## config.mk

```make
export PLATFORM = sky130hd
export DESIGN_NAME = alu_ctrl_seq
export DESIGN_NICKNAME = d
export VERILOG_FILES = /design/src/rtl/alu_ctrl_seq.sv
export SDC_FILE = /design/constraint.sdc
export NUM_CORES = 1
export LEC_CHECK = 0
export ABC_AREA = 1
export CAP_MARGIN = 10
export CORE_ASPECT_RATIO = 1.5
export CORE_UTILIZATION = 39
export DETAILED_ROUTE_END_ITERATION = 10
export PLACE_DENSITY_LB_ADDON = 0.2
export SETUP_SLACK_MARGIN = 0.1
export SLEW_MARGIN = 20
export SYNTH_ARGS = -nofsm -noshare
export SYNTH_HDL_FRONTEND = slang
export SYNTH_SLANG_ARGS = --single-unit
```

## constraint.sdc

```tcl
create_clock -name clk -period 1.85 [get_ports clk]
set_clock_uncertainty 0.15 [all_clocks]
set_input_delay 0.185 -clock clk [delete_from_list [all_inputs] [get_ports clk]]
set_output_delay 0.185 -clock clk [all_outputs]
set_load 0.01 [all_outputs]
```

## src/rtl/alu_ctrl_seq.sv

```systemverilog
// alu_ctrl_seq: registered, handshaked LEGv8 ALU control with multi-cycle MUL/UDIV
// Ports:
//   clk, rst_n (async active-low), flush (sync discard)
//   in_valid/in_ready  : upstream decode request handshake
//   alu_op, instruction: ALUOp and instruction word (only [31:21] decoded)
//   out_valid/out_ready: downstream result handshake
//   operation_code, illegal: registered decode result
//   mc_busy            : a MUL/UDIV latency countdown is in progress
module alu_ctrl_seq #(
  parameter int OPC_W   = 11,
  parameter int OP_W    = 4,
  parameter int MUL_LAT = 3,
  parameter int DIV_LAT = 8
) (
  input  logic            clk,
  input  logic            rst_n,
  input  logic            flush,
  input  logic            in_valid,
  output logic            in_ready,
  input  logic [1:0]      alu_op,
  input  logic [31:0]     instruction,
  output logic            out_valid,
  input  logic            out_ready,
  output logic [OP_W-1:0] operation_code,
  output logic            illegal,
  output logic            mc_busy
);
  typedef enum logic [1:0] {IDLE, BUSY, VALID} state_t;
  state_t            state_q, state_d;
  logic [3:0]        cnt_q, cnt_d;
  logic [OP_W-1:0]   op_q, op_d, dec_op;
  logic              ill_q, ill_d, dec_ill, dec_mc, accept;
  logic [3:0]        dec_lat;
  logic [OPC_W-1:0]  opc;
  logic              unused_instr;
  assign opc          = instruction[31:21];
  assign unused_instr = ^instruction[20:0];
  // Case compare sends X/Z on alu_op to the illegal default instead of a valid code.
  always_comb begin
    dec_op  = '1;
    dec_ill = 1'b1;
    dec_mc  = 1'b0;
    dec_lat = '0;
    case (alu_op)
      2'b00: begin dec_op = OP_W'(4'b0010); dec_ill = 1'b0; end
      2'b01: begin dec_op = OP_W'(4'b0111); dec_ill = 1'b0; end
      2'b10, 2'b11: begin
        dec_ill = 1'b0;
        case (opc)
          11'b10001011000: dec_op = OP_W'(4'b0010);
          11'b11001011000: dec_op = OP_W'(4'b0110);
          11'b10001010000: dec_op = OP_W'(4'b0000);
          11'b10101010000: dec_op = OP_W'(4'b0001);
          11'b11001010000: dec_op = OP_W'(4'b0011);
          11'b11010011011: dec_op = OP_W'(4'b1000);
          11'b11010011010: dec_op = OP_W'(4'b1001);
          11'b10011011000: begin dec_op = OP_W'(4'b1010); dec_mc = 1'b1; dec_lat = 4'(MUL_LAT); end
          11'b10011010110: begin dec_op = OP_W'(4'b1011); dec_mc = 1'b1; dec_lat = 4'(DIV_LAT); end
          default:         begin dec_op = '1; dec_ill = 1'b1; end
        endcase
      end
      default: begin dec_op = '1; dec_ill = 1'b1; end
    endcase
  end
  // Accepting in VALID requires out_ready, so a held result is never overwritten.
  assign in_ready = !flush && (state_q == IDLE || (state_q == VALID && out_ready));
  assign accept   = in_valid && in_ready;
  always_comb begin
    state_d = state_q;
    cnt_d   = cnt_q;
    op_d    = op_q;
    ill_d   = ill_q;
    if (flush) begin
      state_d = IDLE;
      cnt_d   = '0;
      op_d    = '0;
      ill_d   = 1'b0;
    end else if (accept) begin
      state_d = dec_mc ? BUSY : VALID;
      cnt_d   = dec_mc ? dec_lat - 4'd1 : '0;
      op_d    = dec_op;
      ill_d   = dec_ill;
    end else if (state_q == BUSY) begin
      cnt_d   = cnt_q - 4'd1;
      state_d = (cnt_q <= 4'd1) ? VALID : BUSY;
    end else if (state_q == VALID && out_ready) begin
      state_d = IDLE;
    end else if (state_q != IDLE && state_q != VALID) begin
      state_d = IDLE;
    end
  end
  always_ff @(posedge clk or negedge rst_n) begin
    if (!rst_n) begin
      state_q <= IDLE;
      cnt_q   <= '0;
      op_q    <= '0;
      ill_q   <= 1'b0;
    end else begin
      state_q <= state_d;
      cnt_q   <= cnt_d;
      op_q    <= op_d;
      ill_q   <= ill_d;
    end
  end
  assign out_valid      = state_q == VALID;
  assign mc_busy        = state_q == BUSY;
  assign operation_code = op_q;
  assign illegal        = ill_q;
endmodule

```

* After elaboration in Yosys (flattened, before gate mapping)
Cells that the tools add are included.
Operators by class: add/subtract/negate cells 2, magnitude comparators 1, eq/ne operators 15, muxes and demuxes 23, reduce and logical (&&, ||, !) cells 16
Operator list (count):
- == test 11 bit (second input constant) | 9
- case mux 4 bit (9 select lines) | 1
- 2-to-1 mux 4 bit | 7
- 2-to-1 mux 2 bit | 7
- case mux 4 bit (3 select lines) | 1
- OR reduction 9 bit | 1
- case mux 4 bit (2 select lines) | 1
- subtractor 4 x 1 -> 4 bit (second input constant) | 2
- == test 2 bit (second input constant) | 3
- OR reduction 2 bit | 3
- 2-to-1 mux 1 bit | 5
- nonzero test 5 bit | 1
- == test 2 x 1 -> 1 bit (second input constant) | 2
- less-or-equal comparator 4 x 1 -> 1 bit (second input constant) | 1
- logical AND 1 bit | 4
- zero test 2 bit | 2
- nonzero test 2 bit | 2
- nonzero test 3 bit | 1
- != test 2 bit (second input constant) | 1
- case mux 1 bit (2 select lines) | 1
- zero test 1 bit | 1
- logical OR 1 bit | 1
Word-level totals: flip-flop bits (word level) 11, input bits 39, output and inout port bits 8, word-level logic and storage cells 61

* Logic depth before layout (Yosys ltp)
depth in word-level cells 7, depth in mapped cells 10

* Least setup slack after synthesis
Ideal clock, no wire load.
path kind reg2reg, start register state_q[1], end register cnt_q[2], library setup time 0.123 ns, arrival time 1.156 ns, path slack 0.421 ns, cell stages (with the launch flop) 11, buffers on the path 0, period minus slack after synthesis 1.429 ns, path through dfrtp_1 inv_2 nor2_4 nor3_4 nand2_4 nand2_2 inv_4 nand2_4 inv_2 nand2_1 o21ai_2
On the way: longest elaborated chain between the ends 7, elaborated cells on any way between the ends 10, classes of those cells 2 x eq/ne; 2 x mux; 6 x reduce/logical
Ends and longest elaborated chain:
- start, declared | RTL line 29 | state_t state_q, state_d;
- start signal, assigned | RTL line 99 | state_q <= state_d;
- == test 2 bit | RTL line 66 | assign in_ready = !flush && (state_q == IDLE || (state_q == VALID && out_ready));
- logical AND 1 bit | RTL line 66
- logical OR 1 bit (*) | RTL line 66
- logical AND 1 bit (*) | RTL line 66
- via in_ready | RTL line 19 | output logic in_ready,
- logical AND 1 bit (*) | RTL line 67 | assign accept = in_valid && in_ready;
- 2-to-1 mux 4 bit | RTL line 78 | end else if (accept) begin
- 2-to-1 mux 4 bit | RTL line 73 | if (flush) begin
- end signal, assigned | RTL line 100 | cnt_q <= cnt_d;
- end, declared | RTL line 30 | logic [3:0] cnt_q, cnt_d;
Mark *: on every way through the listed nets, which the timed path passes. The rest lies on a longest branch. A chain may end at the register's enable or synchronous reset.

* Worst setup path after layout
start register state_q[0], end output out_valid
On the way: longest elaborated chain between the ends 1
Ends and longest elaborated chain:
- == test 2 bit | RTL line 105 | assign out_valid = state_q == VALID;
- end, declared | RTL line 22 | output logic out_valid,
Every way passes these cells.

==> impl_metrics.sql <==
INSERT INTO impl_metrics (metric_group, metric, value, unit) VALUES
('cts', 'clock_tree.htree_level_count', '1', ''),
('global_route', 'number_of_global_route_vias_before_repair', '893', ''),
('floorplanning', 'design.portCount', '47', ''),
('synth', 'synth_warnings', '0', ''),
('cts', 'cts_made_buffers', '3', ''),
('cts', 'cts_root_buffer', 'sky130_fd_sc_hd__clkbuf_4', ''),
('critical_path', 'worstPathMaxFanout', '3', ''),
('sta', 'final-setup-viol-count', '0', ''),
('sta', 'setup_tns', '0', 'ps'),
('synth', 'synth_cells', '139', ''),
('power_and_ir_drop', 'vdd.ir_drop.worst', '0.000211', 'V'),
('final_layout', 'num_antenna_cells', '0', ''),
('detailed_routing', 'route.vias.total', '965', ''),
('detailed_routing', 'wl_met1', '764', 'um'),
('detailed_routing', 'final_antenna_net_count', '0', ''),
('sta', 'finalMaxSlewViolations', '0', ''),
('cts', 'clkTransAtPathRegs', '70', 'ps'),
('global_route', 'total_gr_overflow', '0', ''),
('power_and_ir_drop', 'totalPowerFinal', '0.674', 'mW'),
('place', 'dp_hpwl', '1680', 'um'),
('final_layout', 'post_route_cells_drive_above_1_share', '19.7', '%'),
('global_route', 'grt_util_all_layers', '17.2', '%'),
('floorplanning', 'initial_core_util', '41.5', '%'),
('critical_path', 'timing.critical_path.to_type', 'output port', ''),
('global_route', 'grt_start_max_net_pins', '12', ''),
('sta', 'clock.fmax', '0.608', 'GHz'),
('detailed_routing', 'finalWirelength', '2000', 'um'),
('synth', 'ys_seq_elements', '11', ''),
('synth', 'seq_area_frac_synth', '29.7', '%'),
('floorplanning', 'chipWidth', '41.8', 'um'),
('critical_path', 'critPathKind', 'register to output port', ''),
('global_route', 'grt_antenna_before_repair', '0', ''),
('cts', 'clock_sinks', '11', ''),
('detailed_routing', 'wl_met2', '1150', 'um'),
('sta', 'final_hold_violations', '0', ''),
('place', 'placement.io_buffers', '25', ''),
('job', 'drv.max_cap_violation_count', '0', ''),
('floorplanning', 'core_region_area', '0.00223', 'sq mm'),
('sta', 'worst_relative_slew_slack', '64.7', '%'),
('synth', 'synthesis.area_per_instance', '6.66', 'sq um'),
('synth', 'mappedNetlistNets', '180', ''),
('cts', 'cts_tree', 'done', ''),
('detailed_routing', 'drc', '0', ''),
('power_and_ir_drop', 'power_per_cell_area', '531', 'mW/mm^2'),
('detailed_routing', 'detail_route.first_pass.iterations', '4', ''),
('floorplanning', 'design.die.area', '0.00258', 'sq mm'),
('critical_path', 'arrival', '1310', 'ps'),
('cts', 'worstSkewPairLatency', '260', 'ps'),
('sta', 'timing.final.crit_share', '88.9', '%'),
('detailed_routing', 'detailroute.wirelength.met3', '59', 'um'),
('sta', 'tightestPinTransition', '527', 'ps'),
('cts', 'clock_path_buffers', '2', ''),
('floorplanning', 'std_cell_rows', '21', ''),
('sta', 'setup_repair_after_global_routing_missed_its_margin', 'false', ''),
('detailed_routing', 'count_of_routing_violations_after_the_opening_detailed_route_iteration', '22', ''),
('sta', 'time_the_final_worst_path_needs_with_i_o_delays_and_setup', '1650', 'ps'),
('global_route', 'grt_pass1_wl', '3420', 'um'),
('synth', 'syn-cell-area', '926', 'sq um'),
('detailed_routing', 'vias_per_cell', '4.92', ''),
('critical_path', 'critical_path_required', '1510', 'ps'),
('critical_path', 'worstSetupStartpointType', 'register', ''),
('place', 'routabilityCongestion', '0.789', ''),
('final_layout', 'final.fill_count', '226', ''),
('synth', 'synth.distinct_cells', '22', ''),
('worst_hold_path', 'min-delay-path-class', 'primary input to asynchronous set/reset pin', ''),
('floorplanning', 'die_h', '61.7', 'um'),
('final_layout', 'area.growth.synth_to_final', '37.2', '%'),
('power_and_ir_drop', 'leakage', '0.639', 'nW'),
('detailed_routing', 'routed_wire_length_per_instance', '10.2', 'um'),
('outcome', 'run_status', 'finished clean', ''),
('final_layout', 'final_nets', '215', ''),
('detailed_routing', 'maxUsedRoutingLayer', 'met4', '');
[cell type report]
class	count	area, sq um	area share (%)
Clock buffer	4	26.3	2.07
Timing Repair Buffer	30	289	22.8
Sequential cell	11	275	21.7
Inverter	24	92.6	7.29
Tap cell	23	28.8	2.27
Multi-Input combinational cell	104	558	43.9
[registers in the layout, summed over array words and instances, names as in the netlist]
name	cells
cnt_q	4
operation_code	4
state_q	2
illegal	1
[final timing paths]
kind	cells after the start	startpoint	slack, ps	to
worst max-delay path	2	state_q[0]	200	out_valid
worst min-delay path	1	rst_n	120	cnt_q[1]
worst max register to register	10	state_q[0]	280	cnt_q[2]
worst min register to register	2	operation_code[0]	330	operation_code[0]
max in group asynchronous	1	rst_n	1080	illegal
min in group clk	2	operation_code[0]	330	operation_code[0]
[placed cells by master, fill, tap and decap left out, types with 2 or more instances in the layout]
cell type,count
sky130_fd_sc_hd__clkdlybuf4s50_1,23
sky130_fd_sc_hd__nand2_1,37
sky130_fd_sc_hd__dfrtp_1,11
sky130_fd_sc_hd__buf_4,5
sky130_fd_sc_hd__nand2_4,3
sky130_fd_sc_hd__clkbuf_4,3
sky130_fd_sc_hd__o21ai_1,3
sky130_fd_sc_hd__nor2_2,3
sky130_fd_sc_hd__ha_1,2
sky130_fd_sc_hd__nand3_1,14
sky130_fd_sc_hd__nand3_2,2
sky130_fd_sc_hd__o21ai_2,2
sky130_fd_sc_hd__inv_1,17
sky130_fd_sc_hd__nand2_2,4
sky130_fd_sc_hd__nor2_4,3
sky130_fd_sc_hd__inv_2,6
sky130_fd_sc_hd__o21ai_0,10
sky130_fd_sc_hd__nor2_1,15
[layer usage]
metal | vias up | global-route usage [%]
met1 | 442 | 16.1
li1 | 500 | -
met4 | 0 | 6.91
met3 | 2 | 0.880
met2 | 21 | 37.9
met5 | - | 0
[critical path, cell delays in order, from the launching register on]
cell	delay [ps]
sky130_fd_sc_hd__dfrtp_1	410
sky130_fd_sc_hd__nor2_1	110
sky130_fd_sc_hd__clkdlybuf4s50_1	530
[repair_timing]
item | 4_1_cts | 5_1_grt
hold buffers | 0 | 0
setup buffers | 1 | 1
gates resized for setup | 1 | 1
pin swaps | 0 | 0
endpoints found under the setup margin | 2 | 2
[cell families after synthesis]
group | count (synthesis) | synth area share [%]
buffers and inverters | 24 | 10.0
flip-flops | 11 | 29.7
XOR/XNOR | 2 | 1.89
adder cells (fa/ha/maj) | 2 | 2.70
AO/OA/AOI/OAI | 17 | 10.4
AND/OR/NAND/NOR | 83 | 45.3
[through the flow]
| stage | util [%] | hold WS, ps | setup slack [ps] | cell area [sq um] | cells |
|---|---|---|---|---|---|
| final | 56.9 | 115 | 204 | 1270 | 196 |
| after detailed placement | 55.0 | 316 | 61.8 | 1230 | 190 |
| after global routing | 56.9 | 169 | 151 | 1270 | 196 |
| after global placement | 55.0 | 314 | 81.7 | 1230 | 190 |
| after floorplan | - | -261 | 421 | 926 | 139 |
| after CTS | 56.4 | 128 | 103 | 1260 | 195 |
[synthesized netlist by cell type (all sizes together)]
master,instances,area share [%]
nor3,1,1.8
xnor2,1,0.95
nand2,44,21
nand4,1,0.68
nand3,16,9.7
a21oi,2,1.5
o21ai,15,8.9
nor2,21,12
dfrtp,11,30
xor2,1,0.95
ha,2,2.7
inv,24,10
[power by group]
part	switching (mW)	internal, mW	total [mW]
combinational	0.120	0.114	0.234
sequential	0.0150	0.262	0.277
clock	0.0800	0.0832	0.163
Note: power is estimated with default switching activity, not from simulation.
